==> config.mk <==
export PLATFORM = sky130hd
export DESIGN_NAME = eth_rx_frame_writer
export DESIGN_NICKNAME = d
export VERILOG_FILES = /design/src/rtl/eth_rx_pkg.sv /design/src/rtl/eth_rx_frame_writer.sv
export SDC_FILE = /design/constraint.sdc
export NUM_CORES = 1
export LEC_CHECK = 0
export ABC_AREA = 1
export BUFFER_PORTS_ARGS = -buffer_cell sky130_fd_sc_hd__buf_2
export CAP_MARGIN = 20
export CORE_AREA = 5 5 113 115
export CTS_CLUSTER_DIAMETER = 200
export CTS_CLUSTER_SIZE = 25
export DETAILED_ROUTE_END_ITERATION = 6
export DIE_AREA = 0 0 118 120
export GPL_ROUTABILITY_DRIVEN = 0
export PLACE_DENSITY = 0.87
export SKIP_CTS_REPAIR_TIMING = 1
export SLEW_MARGIN = 0
export SYNTH_ARGS = -nofsm -noshare
export SYNTH_HDL_FRONTEND = slang
export SYNTH_SLANG_ARGS = --single-unit
export TNS_END_PERCENT = 50
==> constraint.sdc <==
create_clock -name clk -period 6 [get_ports clk]
set_clock_uncertainty 0.15 [all_clocks]
set_input_delay 1.2 -clock clk [delete_from_list [all_inputs] [get_ports clk]]
set_output_delay 1.2 -clock clk [all_outputs]
set_load 0.01 [all_outputs]
==> src/rtl/eth_rx_pkg.sv <==
// Shared types and constants for the receive frame writer.
// desc_t is sized for the default 13-bit word address and 11-bit length.
package eth_rx_pkg;

  localparam int ADDR_W_DEF      = 13;
  localparam int LEN_W_DEF       = 11;
  localparam int MAX_FRAME_BYTES = 1536;
  localparam int MIN_FRAME_BYTES = 14;
  localparam int MAX_FRAME_WORDS = (MAX_FRAME_BYTES + 1) / 2;

  typedef enum logic [1:0] {
    ST_IDLE = 2'd0,
    ST_RECV = 2'd1,
    ST_DROP = 2'd2
  } state_e;

  typedef struct packed {
    logic [ADDR_W_DEF-1:0] base;
    logic [LEN_W_DEF-1:0]  len;
  } desc_t;

endpackage

==> src/rtl/eth_rx_frame_writer.sv <==
// Packs the MAC byte stream into a 16-bit circular frame buffer, rolls back
// rejected frames and publishes accepted frames as {base, len} descriptors.
module eth_rx_frame_writer #(
  parameter int ADDR_W          = eth_rx_pkg::ADDR_W_DEF,
  parameter int MAX_FRAME_BYTES = eth_rx_pkg::MAX_FRAME_BYTES,
  parameter int MIN_FRAME_BYTES = eth_rx_pkg::MIN_FRAME_BYTES,
  parameter int LEN_W           = eth_rx_pkg::LEN_W_DEF
) (
  input  logic              clk,
  input  logic              rstn,
  input  logic              rx_valid,
  input  logic [7:0]        rx_byte,
  input  logic              rx_last,
  input  logic              rx_err,
  output logic              ram_en,
  output logic [1:0]        ram_we,
  output logic [ADDR_W-1:0] ram_addr,
  output logic [15:0]       ram_din,
  input  logic [ADDR_W-1:0] rd_ptr,
  output logic              desc_valid,
  input  logic              desc_ready,
  output logic [ADDR_W-1:0] desc_base,
  output logic [LEN_W-1:0]  desc_len,
  output logic [15:0]       drop_cnt
);

  import eth_rx_pkg::state_e;
  import eth_rx_pkg::desc_t;
  import eth_rx_pkg::ST_IDLE;
  import eth_rx_pkg::ST_RECV;
  import eth_rx_pkg::ST_DROP;

  localparam int MAX_WORDS = (MAX_FRAME_BYTES + 1) / 2;

  state_e             state_q, state_d;
  logic [ADDR_W-1:0]  wr_ptr_q, wr_ptr_d;
  logic [ADDR_W-1:0]  base_q, base_d;
  logic [LEN_W-1:0]   cnt_q, cnt_d;
  logic               ram_en_q, ram_en_d;
  logic [1:0]         ram_we_q, ram_we_d;
  logic [ADDR_W-1:0]  ram_addr_q, ram_addr_d;
  logic [15:0]        ram_din_q, ram_din_d;
  logic               desc_valid_q, desc_valid_d;
  desc_t              desc_q, desc_d;
  logic [15:0]        drop_cnt_q, drop_cnt_d;

  logic [ADDR_W-1:0]  free_words;
  logic               admit;
  logic               done;
  logic               reject;
  logic [ADDR_W-1:0]  fin_base;
  logic [LEN_W-1:0]   fin_len;
  logic               fin_ok;

  // One word is always left unused so wr_ptr==rd_ptr unambiguously means empty.
  assign free_words = rd_ptr - wr_ptr_q - ADDR_W'(1);
  assign admit      = (free_words >= ADDR_W'(MAX_WORDS)) && (!desc_valid_q || desc_ready);
  assign fin_ok     = !rx_err && (fin_len >= LEN_W'(MIN_FRAME_BYTES));

  always_comb begin
    state_d      = state_q;
    wr_ptr_d     = wr_ptr_q;
    base_d       = base_q;
    cnt_d        = cnt_q;
    ram_en_d     = 1'b0;
    ram_we_d     = 2'b00;
    ram_addr_d   = ram_addr_q;
    ram_din_d    = ram_din_q;
    desc_valid_d = desc_valid_q && !desc_ready;
    desc_d       = desc_q;
    drop_cnt_d   = drop_cnt_q;
    done         = 1'b0;
    reject       = 1'b0;
    fin_base     = base_q;
    fin_len      = cnt_q + LEN_W'(1);

    case (state_q)
      ST_IDLE: begin
        if (rx_valid) begin
          if (admit) begin
            base_d     = wr_ptr_q;
            cnt_d      = LEN_W'(1);
            ram_en_d   = 1'b1;
            ram_we_d   = 2'b01;
            ram_addr_d = wr_ptr_q;
            ram_din_d  = {rx_byte, rx_byte};
            fin_base   = wr_ptr_q;
            fin_len    = LEN_W'(1);
            if (rx_last) done = 1'b1;
            else         state_d = ST_RECV;
          end else begin
            reject = 1'b1;
            if (!rx_last) state_d = ST_DROP;
          end
        end
      end
      ST_RECV: begin
        if (rx_valid) begin
          if (cnt_q >= LEN_W'(MAX_FRAME_BYTES)) begin
            // Oversize: stop writing; the already-written words are simply abandoned.
            reject  = 1'b1;
            state_d = rx_last ? ST_IDLE : ST_DROP;
          end else begin
            ram_en_d   = 1'b1;
            ram_we_d   = cnt_q[0] ? 2'b10 : 2'b01;
            ram_addr_d = base_q + ADDR_W'(cnt_q >> 1);
            ram_din_d  = {rx_byte, rx_byte};
            cnt_d      = cnt_q + LEN_W'(1);
            if (rx_last) done = 1'b1;
          end
        end
      end
      ST_DROP: begin
        if (rx_valid && rx_last) state_d = ST_IDLE;
      end
      default: state_d = ST_IDLE;
    endcase

    if (done) begin
      state_d = ST_IDLE;
      if (fin_ok) begin
        desc_valid_d = 1'b1;
        desc_d.base  = fin_base;
        desc_d.len   = fin_len;
        wr_ptr_d     = fin_base + ADDR_W'((fin_len + LEN_W'(1)) >> 1);
      end else begin
        reject = 1'b1;
      end
    end

    if (reject && (drop_cnt_q != 16'hFFFF)) drop_cnt_d = drop_cnt_q + 16'd1;
  end

  always_ff @(posedge clk or negedge rstn) begin
    if (!rstn) begin
      state_q      <= ST_IDLE;
      wr_ptr_q     <= '0;
      base_q       <= '0;
      cnt_q        <= '0;
      ram_en_q     <= 1'b0;
      ram_we_q     <= 2'b00;
      ram_addr_q   <= '0;
      ram_din_q    <= '0;
      desc_valid_q <= 1'b0;
      desc_q       <= '0;
      drop_cnt_q   <= '0;
    end else begin
      state_q      <= state_d;
      wr_ptr_q     <= wr_ptr_d;
      base_q       <= base_d;
      cnt_q        <= cnt_d;
      ram_en_q     <= ram_en_d;
      ram_we_q     <= ram_we_d;
      ram_addr_q   <= ram_addr_d;
      ram_din_q    <= ram_din_d;
      desc_valid_q <= desc_valid_d;
      desc_q       <= desc_d;
      drop_cnt_q   <= drop_cnt_d;
    end
  end

  assign ram_en     = ram_en_q;
  assign ram_we     = ram_we_q;
  assign ram_addr   = ram_addr_q;
  assign ram_din    = ram_din_q;
  assign desc_valid = desc_valid_q;
  assign desc_base  = desc_q.base;
  assign desc_len   = desc_q.len;
  assign drop_cnt   = drop_cnt_q;

endmodule

==> results of run 1 <==
-- final timing paths --
path                           endpoint  cells past startpoint
max                        wr_ptr_q[12]                     30
min                         ram_addr[4]                      2
max reg2reg                wr_ptr_q[12]                     30
min reg2reg                 ram_addr[4]                      2
max in group asynchronous   wr_ptr_q[0]                      2
min in group asynchronous   ram_din[12]                      1
-- stage by stage --
step	area [sq um]	power (mW)	hold WS, ns	cells
floorplan	6600	2.37	0.324	880
global placement	7170	2.86	0.313	1102
detailed placement	7170	2.92	0.321	1102
CTS	7520	3.60	0.338	1118
global route	7520	3.89	0.362	1118
finish	7520	3.61	0.333	1118
-- state kept, by name (all words and copies together), names as in the netlist, 2 cells and up --
register   flops
drop_cnt      16
base_q        13
desc_base     13
ram_addr      13
wr_ptr_q      13
cnt_q         11
desc_len      11
ram_din        8
ram_we         2
state_q        2
-- cell type report --
type,instances,area (sq um),share of cell area
Multi-Input combinational cell,637,3410,0.454
Sequential cell,104,2600,0.346
Timing Repair Buffer,107,571,0.0759
Inverter,107,402,0.0534
Clock buffer,9,225,0.0300
Tap cell,147,184,0.0245
Clock inverter,7,120,0.0160
-- power groups by stage --
stage | Combinational, mW | Clock (mW) | Sequential (mW)
finish | 1.77 | 0.676 | 1.16
global route | 1.99 | 0.709 | 1.19
CTS | 1.77 | 0.685 | 1.15
detailed placement | 1.75 | 0 | 1.16
global placement | 1.71 | 0 | 1.16
floorplan | 1.18 | 0 | 1.19
-- cell families after synthesis --
kind of cell	after synthesis
xor+xnor	36
simple gates	413
compound gates	148
flops	104
fa+ha+maj	40
buf+inv	139
-- worst max-delay path: cells and delay by family --
family	cells	cell delay (ns)
and+or+nand+nor	16	2.08
AOI/OAI and AO/OA	3	0.30
xor gates and xnor gates	1	0.15
adders and majority gates	4	1.12
buffers and inverters	6	0.42
-- layer usage --
metal,up-vias,routed length (microns),GRT usage
li1,3015,-,-
met1,2875,7080,0.306
met2,238,7950,0.387
met3,36,1180,0.0490
met4,0,446,0.0832
met5,-,0,0
-- placed cells by master (no fill, tap or decap), types with 3 or more instances in the layout --
cell | netlist | routed
o21ai_0 | 75 | 75
nor3_1 | 8 | 8
clkinvlp_4 | 0 | 4
xnor2_1 | 13 | 13
nand2_4 | 3 | 3
ha_1 | 37 | 37
nor2_1 | 54 | 53
a31oi_1 | 5 | 5
nand4_1 | 11 | 11
inv_1 | 106 | 106
buf_4 | 11 | 8
nor4_1 | 3 | 3
o21a_1 | 12 | 12
nand2_1 | 258 | 258
a21oi_1 | 38 | 38
bufinv_16 | 0 | 3
nand3_1 | 61 | 61
buf_2 | 7 | 98
fa_1 | 3 | 3
clkbuf_16 | 0 | 9
a21o_1 | 3 | 3
xor2_1 | 23 | 23
o31ai_1 | 3 | 3
o21ai_1 | 7 | 7
dfrtp_1 | 104 | 104
==> key figures, run 1 <==
Route
  • 1st-pass router iterations: 7
  • WL final: approximately 17000 microns
  • DR WL/cell: ~15 microns
  • Via count: approximately 6000
  • Post-DR vias/cell: roughly 5.5
  • ANT nets after route: 0
  • DRC: 0
  • Initial DRC count: ~560

Power
  • PwrDens: approximately 480 nW/um^2
  • Maximum vdd drop: approximately 0.33 mV
  • Psw: around 1.6 mW
  • Clock power share: 0.187
  • Leakage: 4.09 nW
  • Logic pwr share: 0.491
  • Sequential Power Share: 0.322
  • Sw Share: 0.445
  • Internal power: about 2 mW

Setup path
  • Largest stage delay, worst path: between 0.3 and 0.4 ns
  • Slowest cell on the critical path: fa_1
  • Worst r2r src: wr_ptr_q[0]
  • Crit path launch type: input port
  • Crit end category: flip-flop
  • Worst setup path start: rd_ptr[0]
  • FF-to-FF setup slack: 1.15 ns
  • Crit path kind: in -> reg
  • Critical Path AT: ~5.3 ns
  • Crit-path max FO: 14
  • CP most frequent cell: nand2_1
  • Worst endpoint required time: 6.08 ns

Cells and area
  • Share of cells above drive strength 1: 0.141
  • # diodes: 0
  • Fin nets: a little over 1000
  • Area growth syn-to-layout: 13.9%
  • Fillers: about 1000
  • Final Util: 0.642

GRT
  • Largest net degree at the start of global routing: 66
  • Gr ovfl total: 0
  • Vias in the first global route: between 5000 and 6000
  • GRT Util Overall: 0.234
  • First-pass GRT wire length: about 27000 microns
  • Initial antenna violation count: 0

Timing
  • Fin. max-slew vios: 0
  • Max frequency: about 190 MHz
  • Actual slew at the worst max-slew pin: 0.817 ns
  • RSZ-0062 raised after global routing: no
  • Final setup fails: 0
  • Final TNS setup: 0 ns
  • Headroom to the max-slew limit: 0.455
  • Final worst-path cycle share: 0.869
  • Final critical-path setup slack: about 0.78 ns
  • Crit path time final: between 5 and 6 ns
  • Hold Vio Cnt, Final: 0

Synth
  • #FFs+latches synth: between 100 and 150
  • Yosys warns: 0
  • Most common cell in the netlist: nand2_1
  • Synth cell count leaders: 258 x nand2_1, 106 x inv_1, 104 x dfrtp_1, 75 x o21ai_0, 61 x nand3_1
  • Post-Synth XOR/XNOR Area: 0.0478
  • Post-synth ARST share: 1.00
  • Number of synthesized flops with an enable pin: 0
  • Cell variety after synth: 39
  • Mapped Cells: 880
  • Post-Syn Area per Cell: between 7 and 8 sq um
  • Post-Synth Simple-Gate Area: 0.268
  • Area leader, netlist: dfrtp_1
  • Compound-Gate Fraction of Synth Area: 0.122
  • Most used DFF post-synth: dfrtp_1
  • Cell area after synthesis: around 6600 sq um
  • Adder-cell area share of the yosys netlist: 0.0793
  • Main combinational cell family by area after synthesis: simple AND/OR/NAND/NOR gates
  • Main area contributors after synthesis: dfrtp_1 39%, nand2_1 15%, ha_1 7.0%
  • Post-synthesis mux area share: 0
  • Post-synthesis sequential area ratio: 0.394
  • Share of the synthesized area in the top cell type: 0.394
  • Syn_nets: approximately 950

Job
  • # Max-Cap Violations: 0

Floorplan
  • Row cnt: 40
  • DIE WIDTH: around 120 microns
  • Die area: about 14000 sq um
  • Initial Util: 0.563
  • Core Region: roughly 12000 sq um
  • Die Y: between 100 and 150 microns
  • Ports: 100

Clock tree
  • Root Buffer: clkbuf_16
  • Max Root-Sink Buffers: 2
  • CTS tree: built
  • CTS sink count: 104
  • H-tree depth: 3
  • Worst-skew pair later-pin latency: 0.35 ns
  • Num CTS Buffers: 9
  • CTS clk-pin slew, worst paths: 0.07 ns

Placement
  • Port Buf Inserts: 99
  • Post-DP HPWL: around 13000 microns
  • DP Worst Slack: between 0.4 and 0.5 ns

Status
  • Run status: complete, no violations

Hold path
  • Worst hold path class: reg -> reg
  • Worst hold start: ram_addr[4]
Power figures use the tool's default switching activity.
==> run 2: changes to the inputs <==
- CORE_AREA: 5 5 113 115 -> 5 5 135 137
- DIE_AREA: 0 0 118 120 -> 0 0 140 142
- PLACE_DENSITY: 0.87 -> 0.66
==> run 2 against run 1 <==
Net effect:
- cell area rose by 2.1%
- setup slack improved by 0.0016 ns
- sequential share of layout area fell by 0.72 points
- hold slack got worse by 0.0027 ns
- core utilization fell by 19 points
- combinational power rose by 3%
- clock power rose by 2%
- global-route usage fell by 5.6 points
- highest routed layer unchanged
==> key figures, run 2 (same netlist as run 1, synthesis figures left out) <==
Status
  • Run status: complete, no violations

Clock tree
  • Num CTS Buffers: 9 (unchanged)
  • CTS tree: built
  • Root Buffer: clkbuf_16
  • CTS sink count: 104 (unchanged)
  • H-tree depth: 3 (unchanged)
  • CTS clk-pin slew, worst paths: 0.07 ns (about the same)
  • Worst-skew pair later-pin latency: 0.35 ns (about the same)
  • Max Root-Sink Buffers: 2 (unchanged)

Floorplan
  • Ports: 100 (unchanged)
  • DIE WIDTH: 140 microns (+19%)
  • Core Region: 16900 sq um (+45%)
  • Row cnt: 48 (+20%)
  • Initial Util: 0.390 (-0.174)
  • Die Y: 142 microns (+18%)
  • Die area: 19900 sq um (+40%)

Route
  • WL final: 17400 microns (+4.7%)
  • Initial DRC count: 358 (-36%)
  • DR WL/cell: 14.5 microns (-2.6%)
  • Via count: 5964 (-3.2%)
  • 1st-pass router iterations: 5 (-2)
  • DRC: 0 (unchanged)
  • Post-DR vias/cell: 4.96 (-10%)
  • ANT nets after route: 0 (unchanged)

GRT
  • Largest net degree at the start of global routing: 83 (+26%)
  • Initial antenna violation count: 0 (unchanged)
  • GRT Util Overall: 0.178 (-0.0562)
  • Vias in the first global route: 5674 (-1.8%)
  • Gr ovfl total: 0 (unchanged)
  • First-pass GRT wire length: 28700 microns (+5.1%)

Setup path
  • FF-to-FF setup slack: 1.18 ns (+0.03 ns)
  • Worst Reg-to-Reg Cells: 29 (-3.3%)
  • Worst reg2reg endpoint: wr_ptr_q[12]
  • Critical path endpoint: wr_ptr_q[12]
  • Slowest cell on the critical path: ha_1
  • Crit path launch type: input port
  • CP most frequent cell: nand2_1
  • Crit end category: flip-flop
  • Worst r2r src: wr_ptr_q[0]
  • Crit-path max FO: 15 (+1)
  • Worst setup path start: rd_ptr[0]
  • Largest stage delay, worst path: 0.37 ns (about the same)
  • Worst endpoint required time: 6.12 ns (+0.04 ns)
  • Crit path kind: in -> reg
  • Critical Path AT: 5.34 ns (+0.05 ns)

Timing
  • Final setup fails: 0 (unchanged)
  • Max frequency: 192 MHz (about the same)
  • Fin Hold WS: 0.330 ns (-0.00273 ns)
  • Fin. max-slew vios: 0 (unchanged)
  • Hold Vio Cnt, Final: 0 (unchanged)
  • Actual slew at the worst max-slew pin: 0.775 ns (-0.0419 ns)
  • Crit path time final: 5.21 ns (-0.00163 ns)
  • Final worst-path cycle share: 0.869 (about the same)
  • Final critical-path setup slack: 0.786 ns (+0.00163 ns)
  • RSZ-0062 raised after global routing: no
  • Headroom to the max-slew limit: 0.483 (+0.0274)
  • Final TNS setup: 0 ns (unchanged)

Cells and area
  • Most common cell after layout, fill and taps aside: nand2_1
  • Commonest cells after routing, fill and taps aside: 258 x nand2_1, 106 x inv_1, 104 x dfrtp_1
  • Share of cells above drive strength 1: 0.146 (+0.00527)
  • Max reg flops: 16 (unchanged)
  • # diodes: 0 (unchanged)
  • Area growth syn-to-layout: 16.3%
  • Fin nets: 1039 (+0.58%)
  • Fillers: 1755 (+74%)

Power
  • Logic pwr share: 0.497 (+0.006)
  • Leakage: 4.15 nW (+1.3%)
  • Internal power: 2.06 mW (+2.6%)
  • Maximum vdd drop: 0.247 mV (-26%)
  • Clock power share: 0.188 (about the same)
  • PwrDens: 477 nW/um^2 (-0.55%)
  • Sequential Power Share: 0.315 (-0.007)
  • Sw Share: 0.439 (-0.00561)
  • Psw: 1.61 mW (+0.28%)

Hold path
  • Hold path depth: 2 (unchanged)
  • Worst hold start: ram_addr[2]
  • Worst hold path class: reg -> reg

Placement
  • Port Buf Inserts: 99 (unchanged)
  • Post-DP HPWL: 13400 microns (+6.1%)
  • DP Worst Slack: 0.471 ns (-0.0165 ns)

Job
  • # Max-Cap Violations: 0 (unchanged)
run 2: changes by cell type in the layout (fill, tap and decap cells not counted), sizes merged:
cell | previous run | this run
buf | 107 | 113
clkbuf | 9 | 11
clkinv | 0 | 1
clkinvlp | 4 | 1
run 2: critical path: cells and delay by family:
| family | cells | cell delay, ns |
|---|---|---|
| simple gates | 15 | 1.57 |
| fa+ha+maj | 4 | 1.18 |
| compound gates | 4 | 0.81 |
| xor+xnor | 2 | 0.30 |
| buf+inv | 4 | 0.26 |
run 2: per-layer routing:
| layer | GRT usage | wire (microns) |
|---|---|---|
| met1 | 0.239 | 7930 |
| met2 | 0.297 | 8200 |
| met3 | 0.0410 | 1050 |
| met4 | 0.0357 | 248 |
| met5 | 0 | 0 |
run 2: worst min-delay path by stage:
stage | to | slack (ns)
after floorplan | state_q[0] | 0.32
after global placement | ram_addr[4] | 0.31
after detailed placement | ram_addr[2] | 0.32
after CTS | ram_addr[2] | 0.34
after global routing | desc_len[8] | 0.36
final | ram_addr[2] | 0.33
run 2: final cells by class:
| cell class | count | area [sq um] | area share |
|---|---|---|---|
| clock buffers | 11 | 253 | 0.0329 |
| repair buffers | 113 | 623 | 0.0812 |
| well taps | 225 | 282 | 0.0367 |
| multi-input cells | 637 | 3410 | 0.444 |
| inverters | 107 | 402 | 0.0523 |
| flip-flops and latches | 104 | 2600 | 0.339 |
| clock inverters | 5 | 103 | 0.0134 |
run 2: per-stage QoR:
stage | instances | instance area [sq um] | utilization | total power, mW
4_1_cts | 1201 | 7650 | 0.452 | 3.70
3_5_place_dp | 1185 | 7290 | 0.431 | 3.00
5_1_grt | 1202 | 7680 | 0.453 | 4.00
6_report | 1202 | 7680 | 0.453 | 3.66
2_1_floorplan | 880 | 6600 | - | 2.37
3_3_place_gp | 1185 | 7290 | 0.431 | 2.97
run 2: power groups by stage:
| stage | Clock (mW) | Combinational, mW | Sequential [mW] |
|---|---|---|---|
| after floorplan | 0 | 1.18 | 1.19 |
| after global placement | 0 | 1.81 | 1.16 |
| after detailed placement | 0 | 1.83 | 1.16 |
| after CTS | 0.709 | 1.84 | 1.15 |
| after global routing | 0.740 | 2.07 | 1.19 |
| final | 0.688 | 1.82 | 1.15 |
